### src/rtl/contador_timer_bcd_if.sv
// Bundle for the BCD countdown timer core (contador_timer_bcd).
// The clock and reset are not part of this bundle; they stay plain module ports.
//
// Signals, named from the timer's point of view:
//   Control in:  tick_1hz, load, set_HH/MM/SS (BCD), start, stop, ack_end.
//   Status out:  digit{1,0}_{HH,MM,SS}_T (tens/units), timer_end, running,
//                load_err, end_blink.
//
// Modports:
//   master: upstream config/RTC logic plus the display side (drives the
//           controls, reads the status).
//   slave:  the timer core itself.
interface contador_timer_bcd_if;
  logic       tick_1hz;
  logic       load;
  logic [7:0] set_HH;
  logic [7:0] set_MM;
  logic [7:0] set_SS;
  logic       start;
  logic       stop;
  logic       ack_end;

  logic [3:0] digit0_HH_T;
  logic [3:0] digit1_HH_T;
  logic [3:0] digit0_MM_T;
  logic [3:0] digit1_MM_T;
  logic [3:0] digit0_SS_T;
  logic [3:0] digit1_SS_T;
  logic       timer_end;
  logic       running;
  logic       load_err;
  logic       end_blink;

  modport master (
    output tick_1hz, load, set_HH, set_MM, set_SS, start, stop, ack_end,
    input  digit0_HH_T, digit1_HH_T, digit0_MM_T, digit1_MM_T,
           digit0_SS_T, digit1_SS_T, timer_end, running, load_err, end_blink
  );

  modport slave (
    input  tick_1hz, load, set_HH, set_MM, set_SS, start, stop, ack_end,
    output digit0_HH_T, digit1_HH_T, digit0_MM_T, digit1_MM_T,
           digit0_SS_T, digit1_SS_T, timer_end, running, load_err, end_blink
  );
endinterface

### src/rtl/contador_timer_bcd.sv
// HH:MM:SS countdown timer held as six BCD digits, decremented once per tick_1hz
// while running. It feeds the display frame generator.
//
// Ports:
//   clk   - system clock.
//   reset - asynchronous active-high reset. It clears all outputs and returns to IDLE.
//   bus   - contador_timer_bcd_if.slave, which carries the control inputs and the
//           registered status/digit outputs.
//
// Parameter:
//   MAX_HH - the largest hour value (binary) that a load accepts.
//
// Optional build macro TIMER_BLINK_EN:
//   Defined:   end_blink toggles on every tick while in DONE. The first tick sets it.
//              It is held at 0 whenever timer_end is 0.
//   Undefined: end_blink is a direct copy of the timer_end register.
//
// Per-cycle command priority: load > stop > start > tick_1hz. A load that is
// rejected still takes its cycle, so every other command in that cycle is dropped.
module contador_timer_bcd #(
  parameter int unsigned MAX_HH = 23
) (
  input  logic                 clk,
  input  logic                 reset,
  contador_timer_bcd_if.slave  bus
);

  localparam logic [7:0] MaxHhVal = 8'(MAX_HH);

  typedef enum logic [1:0] {StIdle, StRun, StPause, StDone} state_e;

  state_e     state_q, state_d;
  logic [3:0] hh_t_q, hh_u_q, mm_t_q, mm_u_q, ss_t_q, ss_u_q;
  logic [3:0] hh_t_d, hh_u_d, mm_t_d, mm_u_d, ss_t_d, ss_u_d;
  logic       timer_end_q, timer_end_d;
  logic       running_q, running_d;
  logic       load_err_q, load_err_d;

  // Load validation
  logic [7:0] set_hh_bin;
  logic       load_ok;

  always_comb begin
    set_hh_bin = 8'(bus.set_HH[7:4]) * 8'd10 + 8'(bus.set_HH[3:0]);
    load_ok    = (bus.set_HH[7:4] <= 4'd9) && (bus.set_HH[3:0] <= 4'd9) &&
                 (bus.set_MM[7:4] <= 4'd5) && (bus.set_MM[3:0] <= 4'd9) &&
                 (bus.set_SS[7:4] <= 4'd5) && (bus.set_SS[3:0] <= 4'd9) &&
                 (set_hh_bin <= MaxHhVal);
  end

  // One-second BCD decrement with a ripple borrow from seconds to hours.
  // The result is used only in RUN, where the value is never 00:00:00,
  // so the hour tens digit never underflows.
  logic [3:0] dec_hh_t, dec_hh_u, dec_mm_t, dec_mm_u, dec_ss_t, dec_ss_u;
  logic       brw_ss_u, brw_ss_t, brw_mm_u, brw_mm_t, brw_hh_u;
  logic       dec_zero;
  logic       value_nonzero;

  always_comb begin
    brw_ss_u = (ss_u_q == 4'd0);
    dec_ss_u = brw_ss_u ? 4'd9 : ss_u_q - 4'd1;

    brw_ss_t = brw_ss_u && (ss_t_q == 4'd0);
    dec_ss_t = ss_t_q;
    if (brw_ss_u) dec_ss_t = (ss_t_q == 4'd0) ? 4'd5 : ss_t_q - 4'd1;

    brw_mm_u = brw_ss_t && (mm_u_q == 4'd0);
    dec_mm_u = mm_u_q;
    if (brw_ss_t) dec_mm_u = (mm_u_q == 4'd0) ? 4'd9 : mm_u_q - 4'd1;

    brw_mm_t = brw_mm_u && (mm_t_q == 4'd0);
    dec_mm_t = mm_t_q;
    if (brw_mm_u) dec_mm_t = (mm_t_q == 4'd0) ? 4'd5 : mm_t_q - 4'd1;

    // Hours form a plain two-digit BCD number. Units wrap 0 -> 9.
    brw_hh_u = brw_mm_t && (hh_u_q == 4'd0);
    dec_hh_u = hh_u_q;
    if (brw_mm_t) dec_hh_u = (hh_u_q == 4'd0) ? 4'd9 : hh_u_q - 4'd1;

    dec_hh_t = hh_t_q;
    if (brw_hh_u) dec_hh_t = hh_t_q - 4'd1;

    dec_zero      = ~|{dec_hh_t, dec_hh_u, dec_mm_t, dec_mm_u, dec_ss_t, dec_ss_u};
    value_nonzero = |{hh_t_q, hh_u_q, mm_t_q, mm_u_q, ss_t_q, ss_u_q};
  end

  // Next-state and output logic
  always_comb begin
    state_d     = state_q;
    hh_t_d      = hh_t_q;
    hh_u_d      = hh_u_q;
    mm_t_d      = mm_t_q;
    mm_u_d      = mm_u_q;
    ss_t_d      = ss_t_q;
    ss_u_d      = ss_u_q;
    timer_end_d = timer_end_q;
    running_d   = running_q;
    load_err_d  = 1'b0;

    if (bus.load) begin
      if (load_ok) begin
        hh_t_d      = bus.set_HH[7:4];
        hh_u_d      = bus.set_HH[3:0];
        mm_t_d      = bus.set_MM[7:4];
        mm_u_d      = bus.set_MM[3:0];
        ss_t_d      = bus.set_SS[7:4];
        ss_u_d      = bus.set_SS[3:0];
        state_d     = StIdle;
        timer_end_d = 1'b0;
        running_d   = 1'b0;
      end else begin
        load_err_d = 1'b1;
      end
    end else begin
      unique case (state_q)
        StIdle, StPause: begin
          // A stop in this cycle outranks the start, even though the stop does nothing here.
          if (!bus.stop && bus.start && value_nonzero) begin
            state_d   = StRun;
            running_d = 1'b1;
          end
        end
        StRun: begin
          if (bus.stop) begin
            state_d   = StPause;
            running_d = 1'b0;
          end else if (bus.tick_1hz) begin
            hh_t_d = dec_hh_t;
            hh_u_d = dec_hh_u;
            mm_t_d = dec_mm_t;
            mm_u_d = dec_mm_u;
            ss_t_d = dec_ss_t;
            ss_u_d = dec_ss_u;
            if (dec_zero) begin
              state_d     = StDone;
              timer_end_d = 1'b1;
              running_d   = 1'b0;
            end
          end
        end
        StDone: begin
          if (bus.ack_end) begin
            state_d     = StIdle;
            timer_end_d = 1'b0;
          end
        end
        default: state_d = StIdle;
      endcase
    end
  end

  always_ff @(posedge clk or posedge reset) begin
    if (reset) begin
      state_q     <= StIdle;
      hh_t_q      <= 4'd0;
      hh_u_q      <= 4'd0;
      mm_t_q      <= 4'd0;
      mm_u_q      <= 4'd0;
      ss_t_q      <= 4'd0;
      ss_u_q      <= 4'd0;
      timer_end_q <= 1'b0;
      running_q   <= 1'b0;
      load_err_q  <= 1'b0;
    end else begin
      state_q     <= state_d;
      hh_t_q      <= hh_t_d;
      hh_u_q      <= hh_u_d;
      mm_t_q      <= mm_t_d;
      mm_u_q      <= mm_u_d;
      ss_t_q      <= ss_t_d;
      ss_u_q      <= ss_u_d;
      timer_end_q <= timer_end_d;
      running_q   <= running_d;
      load_err_q  <= load_err_d;
    end
  end

`ifdef TIMER_BLINK_EN
  logic blink_q, blink_d;

  // The blink flag is cleared whenever timer_end is about to be 0. It therefore
  // enters DONE at 0, and the first tick in DONE sets it.
  always_comb begin
    blink_d = blink_q;
    if (!timer_end_d) begin
      blink_d = 1'b0;
    end else if (state_q == StDone && bus.tick_1hz) begin
      blink_d = ~blink_q;
    end
  end

  always_ff @(posedge clk or posedge reset) begin
    if (reset) begin
      blink_q <= 1'b0;
    end else begin
      blink_q <= blink_d;
    end
  end

  assign bus.end_blink = blink_q;
`else
  assign bus.end_blink = timer_end_q;
`endif

  assign bus.digit1_HH_T = hh_t_q;
  assign bus.digit0_HH_T = hh_u_q;
  assign bus.digit1_MM_T = mm_t_q;
  assign bus.digit0_MM_T = mm_u_q;
  assign bus.digit1_SS_T = ss_t_q;
  assign bus.digit0_SS_T = ss_u_q;
  assign bus.timer_end   = timer_end_q;
  assign bus.running     = running_q;
  assign bus.load_err    = load_err_q;

endmodule

### src/flat_wrapper.sv
// flat-port wrapper written by rule: the top's interface ports become plain ports
module contador_timer_bcd_flat 
#(
  parameter int unsigned MAX_HH = 23
)
  (clk, reset, bus_tick_1hz, bus_load, bus_set_HH, bus_set_MM, bus_set_SS, bus_start, bus_stop, bus_ack_end, bus_digit0_HH_T, bus_digit1_HH_T, bus_digit0_MM_T, bus_digit1_MM_T, bus_digit0_SS_T, bus_digit1_SS_T, bus_timer_end, bus_running, bus_load_err, bus_end_blink);
  contador_timer_bcd_if bus_i ();
  input  logic clk;
  input  logic reset;
  input wire logic [$bits(bus_i.tick_1hz)-1:0] bus_tick_1hz;
  input wire logic [$bits(bus_i.load)-1:0] bus_load;
  input wire logic [$bits(bus_i.set_HH)-1:0] bus_set_HH;
  input wire logic [$bits(bus_i.set_MM)-1:0] bus_set_MM;
  input wire logic [$bits(bus_i.set_SS)-1:0] bus_set_SS;
  input wire logic [$bits(bus_i.start)-1:0] bus_start;
  input wire logic [$bits(bus_i.stop)-1:0] bus_stop;
  input wire logic [$bits(bus_i.ack_end)-1:0] bus_ack_end;
  output wire logic [$bits(bus_i.digit0_HH_T)-1:0] bus_digit0_HH_T;
  output wire logic [$bits(bus_i.digit1_HH_T)-1:0] bus_digit1_HH_T;
  output wire logic [$bits(bus_i.digit0_MM_T)-1:0] bus_digit0_MM_T;
  output wire logic [$bits(bus_i.digit1_MM_T)-1:0] bus_digit1_MM_T;
  output wire logic [$bits(bus_i.digit0_SS_T)-1:0] bus_digit0_SS_T;
  output wire logic [$bits(bus_i.digit1_SS_T)-1:0] bus_digit1_SS_T;
  output wire logic [$bits(bus_i.timer_end)-1:0] bus_timer_end;
  output wire logic [$bits(bus_i.running)-1:0] bus_running;
  output wire logic [$bits(bus_i.load_err)-1:0] bus_load_err;
  output wire logic [$bits(bus_i.end_blink)-1:0] bus_end_blink;
  assign bus_i.tick_1hz = bus_tick_1hz;
  assign bus_i.load = bus_load;
  assign bus_i.set_HH = bus_set_HH;
  assign bus_i.set_MM = bus_set_MM;
  assign bus_i.set_SS = bus_set_SS;
  assign bus_i.start = bus_start;
  assign bus_i.stop = bus_stop;
  assign bus_i.ack_end = bus_ack_end;
  assign bus_digit0_HH_T = bus_i.digit0_HH_T;
  assign bus_digit1_HH_T = bus_i.digit1_HH_T;
  assign bus_digit0_MM_T = bus_i.digit0_MM_T;
  assign bus_digit1_MM_T = bus_i.digit1_MM_T;
  assign bus_digit0_SS_T = bus_i.digit0_SS_T;
  assign bus_digit1_SS_T = bus_i.digit1_SS_T;
  assign bus_timer_end = bus_i.timer_end;
  assign bus_running = bus_i.running;
  assign bus_load_err = bus_i.load_err;
  assign bus_end_blink = bus_i.end_blink;
  contador_timer_bcd #(.MAX_HH(MAX_HH)) u_core (.clk(clk), .reset(reset), .bus(bus_i));
endmodule
### config.mk
export PLATFORM = sky130hd
export DESIGN_NAME = contador_timer_bcd_flat
export DESIGN_NICKNAME = d
export VERILOG_FILES = /design/src/rtl/contador_timer_bcd_if.sv /design/src/rtl/contador_timer_bcd.sv /design/src/flat_wrapper.sv
export SDC_FILE = /design/constraint.sdc
export NUM_CORES = 1
export LEC_CHECK = 0
export CAP_MARGIN = 20
export CELL_PAD_IN_SITES_DETAIL_PLACEMENT = 0
export CELL_PAD_IN_SITES_GLOBAL_PLACEMENT = 1
export CORE_MARGIN = 2
export CORE_UTILIZATION = 35
export DETAILED_ROUTE_END_ITERATION = 6
export GPL_ROUTABILITY_DRIVEN = 0
export HOLD_SLACK_MARGIN = 0.05
export PLACE_DENSITY = 0.77
export SLEW_MARGIN = 0
export SYNTH_ARGS = -nofsm -noshare
export SYNTH_HDL_FRONTEND = slang
export SYNTH_SLANG_ARGS = --single-unit
### constraint.sdc
create_clock -name clk -period 3.9 [get_ports clk]
set_clock_uncertainty 0.2 [all_clocks]
set_input_delay 0.585 -clock clk [delete_from_list [all_inputs] [get_ports clk]]
set_output_delay 0.585 -clock clk [all_outputs]
set_load 0.05 [all_outputs]
# After elaboration in Yosys (flattened, before gate mapping)
# Cells that the tools add are included.
word_totals:
  ff_bits: 29
classes:
  add_sub_neg: 7
  n_mul: 1
  n_lt_le_gt_ge: 7
  n_eq_ne: 12
  mux: 63
  n_reduce_logical: 30
ops:
  columns: ["operator", "n"]
  rows:
  - ["$mux 4", 40]
  - ["$reduce_or 24->1", 2]
  - ["$sub 4x1->4 const B", 6]
  - ["$logic_not 4->1", 5]
  - ["$le 4x4->1 const B", 4]
  - ["$mux 2", 7]
  - ["$mux 1", 13]
  - ["$logic_and 1x1->1", 12]
  - ["$ne 3x3->1 const B", 4]
  - ["$reduce_and 5->1", 2]
  - ["$add 8x4->8", 1]
  - ["$le 4x3->1 const B", 2]
  - ["$le 8x5->1 const B", 1]
  - ["$ne 4x4->1 const B", 2]
  - ["$mul 4x3->7 const B", 1]
  - ["$pmux 2 s3", 1]
  - ["$reduce_and 6->1", 1]
  - ["$reduce_bool 3->1", 2]
  - ["$eq 2x2->1 const B", 2]
  - ["$pmux 1 s2", 2]
  - ["$reduce_and 4->1", 1]
  - ["$reduce_bool 2->1", 2]
  - ["$ne 3x2->1 const B", 1]
  - ["$eq 2x1->1 const B", 1]
  - ["other kinds (5)", 5]

# Logic depth before layout (Yosys ltp)
# Gate-level depths: netlist of run 1.
logic_depth:
  depth_word: 12
  mapped_depth: 12
  depth_no_buf: 10

# Worst setup path after synthesis of run 1
# No wires, ideal clock.
synth_path:
  path_type: "input -> register"
  from: "input bus_set_HH[5]"
  to: "register u_core.hh_u_q[1], in the netlist u_core.bus.digit0_HH_T[1]"
  setup_time_ps: 126
  arrival_time_ps: 2999
  setup_slack_ps: 575
  path_stages: 11
  path_cell_list: "ha_1 -> ha_1 -> inv_1 -> fa_1 -> nor2b_1 -> nand2_1 -> o31ai_1 -> o2111ai_2 -> and2_1 -> buf_2 -> a221o_1"
synth_between:
  elab_chain_len: 9
  word_cells_on_any_way: 12
  cone_classes: "1 x add/sub; 1 x mul; 2 x order compare; 1 x eq/ne; 7 x reduce/logical"
synth_lines:
  columns: ["element", "line_no", "text"]
  rows:
  - ["start: declaration", "flat_wrapper.sv:12", "input wire logic [$bits(bus_i.set_HH)-1:0] bus_set_HH;"]
  - ["parallel branches: the longest is 6 deep, another holds $add 8x4->8", null, null]
  - ["$logic_and 1x1->1 *", "contador_timer_bcd.sv:47", "(bus.set_SS[7:4] <= 4'd5) && (bus.set_SS[3:0] <= 4'd9) &&"]
  - ["$ne 2x1->1 (no source line) *", null, null]
  - ["$reduce_and 4->1 (no source line) *", null, null]
  - ["end signal: assignment", "contador_timer_bcd.sv:167", "hh_u_q <= hh_u_d;"]
  - ["end: declaration", "contador_timer_bcd.sv:33", "logic [3:0] hh_t_q, hh_u_q, mm_t_q, mm_u_q, ss_t_q, ss_u_q;"]
# Mark *: on every way between the ends.
# A chain may end at the register's enable or synchronous reset.

# Final worst setup path of run 1
layout_path:
  from: "input bus_set_HH[5]"
  to: "register u_core.state_q[0]"
layout_between:
  elab_chain_len: 9
  word_cells_on_any_way: 12
  cone_classes: "1 x add/sub; 1 x mul; 2 x order compare; 1 x eq/ne; 7 x reduce/logical"
layout_lines:
  columns: ["element", "line_no", "text"]
  rows:
  - ["parallel branches: the longest is 6 deep, another holds $add 8x4->8", null, null]
  - ["$logic_and 1x1->1 *", "contador_timer_bcd.sv:47", null]
  - ["$ne 2x1->1 (no source line) *", null, null]
  - ["$reduce_and 5->1 (no source line) *", null, null]
  - ["end signal: assignment", "contador_timer_bcd.sv:154", "state_q <= StIdle;"]
  - ["end signal: assignment", "contador_timer_bcd.sv:165", "state_q <= state_d;"]
  - ["end: declaration", "contador_timer_bcd.sv:32", "state_e state_q, state_d;"]
# Marks and branches as above.

==> metrics.txt, run 1 <==
status=finished, final reports clean; Slowest cell on crit path=fa_1; Post-Route WL=slightly below 8 mm; number of top-level pins=59; Placement Cell Area=0.003283 mm²; Syn Area/Cell=8.068 µm²; htree depth=2; CTS tree=yes; commonest non-fill, non-tap cell in the layout=clkdlybuf4s50_1; Cells after Synth=319; Max Clock Freq=283.6 MHz; total CTS buffers=5; setup TNS=0 ns; n_diodes=0; Seq/Total Area, Yosys=between 20% and 30%; Detailed Routing Iterations Pass 1=4; CP Capture Type=flip-flop; initial core utilization=35.87%; Port Buffers=58; # clock sinks=29; DRC=0; Least-Margin Pin Slew=0.5466 ns; FFs w/ async S/R, synth=100.0%; Final #Nets=418; first-pass GRT wire length=about 13 mm; CTS resizes=0; Synth Warn #=0; HPWL Detailed=5.732 mm; post-synth cell types=67; DR vias/cell=5.643; max-slew violation count=0; ratio of cells with drive above 1 in the final layout=between 10% and 20%; routed via count=2686; ANT nets after route=0; Final Hold Fails=0; final setup fails=0; net count after synthesis=361; Final period util=around nine tenths; clock latency on the worst-skew pair=0.29 ns; relative slew slack=63.28%; most frequent cells in the layout=clkdlybuf4s50_1 (58), nor2_1 (31), dfrtp_1 (29), o21ai_0 (23), a21oi_1 (23); Synth Cell Area=0.002574 mm²; Chip Width=89.75 µm; Finished Cell Area=approximately 0.0034 mm²; RSZ-0062 raised after global routing=false; Worst Setup Path Type=in2reg; VDD IR max=202.6 µV; DIE AREA=0.008055 mm²; CP dominant cell by count=ha_1; largest net degree at the start of global routing=49; PD cells=420.1 mW/mm²; number of flops mapped to enable cells by yosys=0; hold_ws=0.3199 ns; crit path launch type=input pin; Rows=31; initial antenna violation count=0; vias in the first global route=2528; LEAKAGE=1.286 nW; CTS max path bufs=2; grt ovf=0; max cap viols=0; main flop type after synthesis=dfrtp_1; clock-pin slew on the worst setup and hold paths=roughly 0.070 ns; Hold Crit Class=reg2reg; register bit count reported by yosys=29; Critical Path AT=between 3 and 4 ns; Routed WL per cell=16.28 µm; cell-by-cell trace of the critical path=clkdlybuf4s50_1, ha_1, ha_1, inv_1, fa_1, a21boi_0, maj3_1, o2111ai_1, o211ai_2, mux2_4; Max stage delay on crit path=~0.47 ns; hold_buf cts=0; Final Power=1.422 mW; initial DRC count=172; total core area=0.007176 mm²; worst-path maximum fanout=5; worst path required time=3.87 ns; # Post-CTS Setup Buffers=0; Area growth syn-to-layout=31.50%; Period minus WS final=3.526 ns; die height=89.75 µm; GRT Util Overall=approximately a fifth; CTS Root Cell=clkbuf_8
[routing by layer]
| metal | global-route usage (%) | share of wire, % |
|---|---|---|
| met5 | 0 | 0 |
| met4 | 5.769 | 1.5 |
| met3 | 2.682 | 4.3 |
| met2 | 31.31 | 47 |
| met1 | 28.27 | 47 |
[worst max-delay path: cells and delay by family]
kind,cells,cell delay [ns]
fa+ha+maj,4,1.36
buf+inv,2,0.50
mux,1,0.31
compound gates,3,0.73
[where the power goes]
group	internal, mW	total (mW)	switching [mW]
clock	0.159	0.286	0.127
sequential	0.364	0.465	0.101
combinational	0.257	0.670	0.413
[metrics by stage]
stage / worst slack, ns / utilization, % / std cells
finish: 0.3740 / 47.17 / 476
global route: 0.1740 / 47.17 / 476
CTS: 0.3996 / 47.17 / 476
detailed placement: 0.1163 / 45.75 / 468
global placement: 0.1514 / 45.75 / 468
floorplan: 0.5753 / - / 319
[Yosys cell counts, types with 6 or more instances]
cell	number	area [µm²]
a31oi_1	9	56.30
nor4_1	6	37.54
nor3_1	18	90.09
xnor2_1	6	52.55
nand3_1	10	50.05
o22ai_1	7	43.79
nor2_1	31	116.4
or4_1	6	45.04
ha_1	9	112.6
nand2_1	15	56.30
o21ai_0	23	115.1
inv_1	20	75.07
dfrtp_1	29	725.7
a21oi_1	23	115.1
clkbuf_1	13	48.80
[final timing paths]
| kind | from | endpoint | slack (ns) | cells past startpoint |
|---|---|---|---|---|
| max | bus_set_HH[5] | u_core.state_q[0] | 0.37 | 10 |
| min | u_core.bus.digit1_MM_T[3] | u_core.bus.digit1_MM_T[3] | 0.32 | 1 |
| max reg2reg | u_core.bus.digit0_SS_T[0] | u_core.bus.running | 0.75 | 6 |
| min reg2reg | u_core.bus.digit1_MM_T[3] | u_core.bus.digit1_MM_T[3] | 0.32 | 1 |
| max in group asynchronous | reset | u_core.bus.digit0_SS_T[0] | 2.74 | 3 |
| min in group asynchronous | reset | u_core.bus.digit0_MM_T[2] | 0.47 | 3 |
[area by class of cell]
class	instances	area, µm²
clock inverters	1	5.005
fillers	705	3791
repair buffers	71	678.2
flip-flops and latches	29	725.7
well taps	99	123.9
clock buffers	7	96.34
inverters	21	78.83
multi-input cells	248	1677
[flip-flops by register name (all words and copies together), names as in the netlist]
register / count
u_core.bus.digit1_HH_T: 4
u_core.bus.running: 1
u_core.bus.digit0_HH_T: 4
u_core.bus.digit0_SS_T: 4
u_core.bus.digit0_MM_T: 4
u_core.bus.load_err: 1
u_core.state_q: 2
u_core.bus.end_blink: 1
u_core.bus.digit1_MM_T: 4
u_core.bus.digit1_SS_T: 4
[kinds of logic (layout without fill, tap and decap cells)]
family	Yosys count	count (layout)	synth area share [%]
simple gates	120	120	26.79
compound gates	103	103	27.08
buf+inv	42	100	6.660
flops	29	29	28.20
fa+ha+maj	12	12	6.320
xor+xnor	8	8	2.723
mux	5	5	2.236
(Power assumes the default switching activity.)
==> run 2: changes to the inputs <==
Settings changed: ABC_AREA from default to 1, CORE_ASPECT_RATIO from default to 0.6, PLACE_DENSITY 0.77 to 0.81.
==> run 2 against run 1 <==
- worst setup slack better by 0.20 ns
- die area fell by 4.4%
- clock power up 42%
- register-to-register slack better by 0.29 ns
- cell area down 3.3%
- routed wire length down 6.1%
- count of clock-buffer cells in the layout unchanged
- sequential power grew 2%
- global-route usage decreased by 0.46 points
- non-clock buffer count decreased by 7
- power rose by 23%
==> metrics.txt, run 2 <==
number of flops mapped to enable cells by yosys=0; Placement Cell Area=0.003114 mm²; Chip Width=~110 µm; die height=between 60 and 70 µm; share of the synthesized area in the top cell type=29.64%; Seq pwr share=between 20% and 30%; htree depth=2; main flop type after synthesis=dfrtp_1; synth cell count leaders=nand2_1 (117), nor2_1 (45), inv_1 (36); PD cells=533.2 mW/mm²; Area growth syn-to-layout=33.62%; Final Hold Fails=0; RSZ-0062 raised after global routing=false; most numerous cell in the Yosys netlist=nand2_1; LEAKAGE=1.544 nW; DR vias/cell=5.039; Post-Route WL=7.274 mm; status=finished, final reports clean; P_sw=slightly above 0.8 mW; Final #Nets=473; worst path required time=3.85 ns; Post-Place Cells=511; CP Capture Type=flip-flop; Comb power frac=49.6%; Cells after Synth=373; CTS tree=yes; Routed WL per cell=14.02 µm; total CTS buffers=5; Port Buffers=58; DRC=0; n_diodes=0; post-synth cell types=37; Critical Path AT=approximately 3.3 ns; initial antenna violation count=0; Detailed Routing Iterations Pass 1=5; largest net degree at the start of global routing=30; routed via count=~2600; commonest non-fill, non-tap cell in the layout=nand2_1; FFs w/ async S/R, synth=100.0%; initial DRC count=between 200 and 250; synth top area cells=dfrtp_1 (30%), nand2_1 (18%), nor2_1 (6.9%); hold_ws=between 0.2 and 0.3 ns; DIE AREA=0.007703 mm²; Worst Setup Path Type=in2reg; first-pass GRT wire length=about 12 mm; post-synth top area cell=dfrtp_1; max cap viols=0; setup slack after layout=about 0.57 ns; switching share of power=46.20%; # Post-CTS Setup Buffers=0; final setup fails=0; Finished Cell Area=0.003272 mm²; CTS Root Cell=clkbuf_16; most frequent cells in the layout=nand2_1 (117), clkdlybuf4s50_1 (58), nor2_1 (45), inv_1 (36), dfrtp_1 (29); HPWL Detailed=between 5 and 6 mm; register bit count reported by yosys=29; Period minus WS final=3.331 ns; P_int=0.9387 mW; net count after synthesis=415; Synth Warn #=0; final cell count without fillers=roughly 520; ratio of cells with drive above 1 in the final layout=about 6.3%; worst-path maximum fanout=21; Syn Area/Cell=6.565 µm²; Max Clock Freq=300.2 MHz; max-slew violation count=0; Least-Margin Pin Slew=0.8410 ns; pre-CTS setup slack=between 0.2 and 0.3 ns; CTS max path bufs=2; ANT nets after route=0; crit path launch type=input pin; grt ovf=0; CTS resizes=0; initial core utilization=36.36%; Final period util=roughly 85%; VDD IR max=257.8 µV; Hold Crit Class=reg2reg; total core area=0.006734 mm²; setup TNS=0 ns; Rows=23; clock power share=23.3%; clock latency on the worst-skew pair=0.27 ns; relative slew slack=43.73%; Synth Cell Area=around 0.0024 mm²; number of top-level pins=59; # clock sinks=29; Seq/Total Area, Yosys=29.64%; hold_buf cts=0; vias in the first global route=about 2200; clock-pin slew on the worst setup and hold paths=0.05 ns; GRT Util Overall=19.32%
## run 2: logic make-up (layout without fill, tap and decap cells)
logic type,count (synthesis),in the layout,synth area share [%]
adder cells (fa/ha/maj),11,11,6.234
flip-flops,29,29,29.64
AND/OR/NAND/NOR,214,214,38.58
AO/OA/AOI/OAI,64,64,15.28
XOR/XNOR,5,5,1.788
buffers and inverters,50,109,8.482
## run 2: final cells by class
type,instances,area [µm²]
fillers,670,3462
flip-flops and latches,29,725.7
well taps,87,108.9
clock inverters,1,5.005
multi-input cells,294,1515
inverters,37,138.9
clock buffers,7,152.6
repair buffers,64,625.6
## run 2: per-layer routing
layer / GRT usage (%) / vias to the layer above / wire length (µm) / part of all wire (%)
met5: 0 / - / 0 / 0
met4: 2.287 / 0 / 24 / 0.33
met3: 3.846 / 2 / 548 / 7.5
met2: 25.30 / 88 / 2817 / 39
met1: 32.05 / 1170 / 3883 / 53
li1: - / 1355 / - / -
## run 2: critical path, stage by stage
cell and delay, ns:
clkdlybuf4s50_1 0.56, ha_1 0.27, ha_1 0.21, inv_1 0.07, fa_1 0.45, nor2_1 0.16, nand2_1 0.08, xor2_1 0.12
nand3_1 0.12, a21boi_2 0.15, buf_4 0.25, inv_1 0.11, nand2_1 0.06, o21ai_0 0.08
## run 2: final timing paths
path | start | endpoint | slack (ns) | depth (start not counted)
min in group asynchronous | reset | u_core.bus.digit1_SS_T[3] | 0.50 | 3
setup / recovery | bus_set_HH[7] | u_core.bus.digit0_HH_T[3] | 0.57 | 14
hold / removal | u_core.bus.running | u_core.bus.running | 0.29 | 2
max in group asynchronous | reset | u_core.bus.digit1_HH_T[0] | 2.71 | 3
hold reg to reg | u_core.bus.running | u_core.bus.running | 0.29 | 2
setup reg to reg | u_core.bus.digit1_MM_T[1] | u_core.state_q[0] | 1.04 | 14
## run 2: power by group through the flow
| stage | combinational (mW) | clock (mW) | sequential, mW |
|---|---|---|---|
| 2_1_floorplan | 0.362 | 0 | 0.695 |
| 3_3_place_gp | 0.855 | 0 | 0.478 |
| 3_5_place_dp | 0.862 | 0 | 0.476 |
| 4_1_cts | 0.866 | 0.413 | 0.472 |
| 5_1_grt | 0.947 | 0.429 | 0.488 |
| 6_report | 0.865 | 0.406 | 0.473 |
## run 2: per-stage QoR
step	total power [mW]	utilization, %
finish	1.745	48.59
global route	1.864	48.59
CTS	1.751	48.59
detailed placement	1.338	46.25
global placement	1.333	46.25
floorplan	1.057	-
==> run 3: changes to the inputs <==
Settings changed: TNS_END_PERCENT from default to 100.
==> results of run 3 <==
Final layout, timing and power as in run 2 (identical DEF).
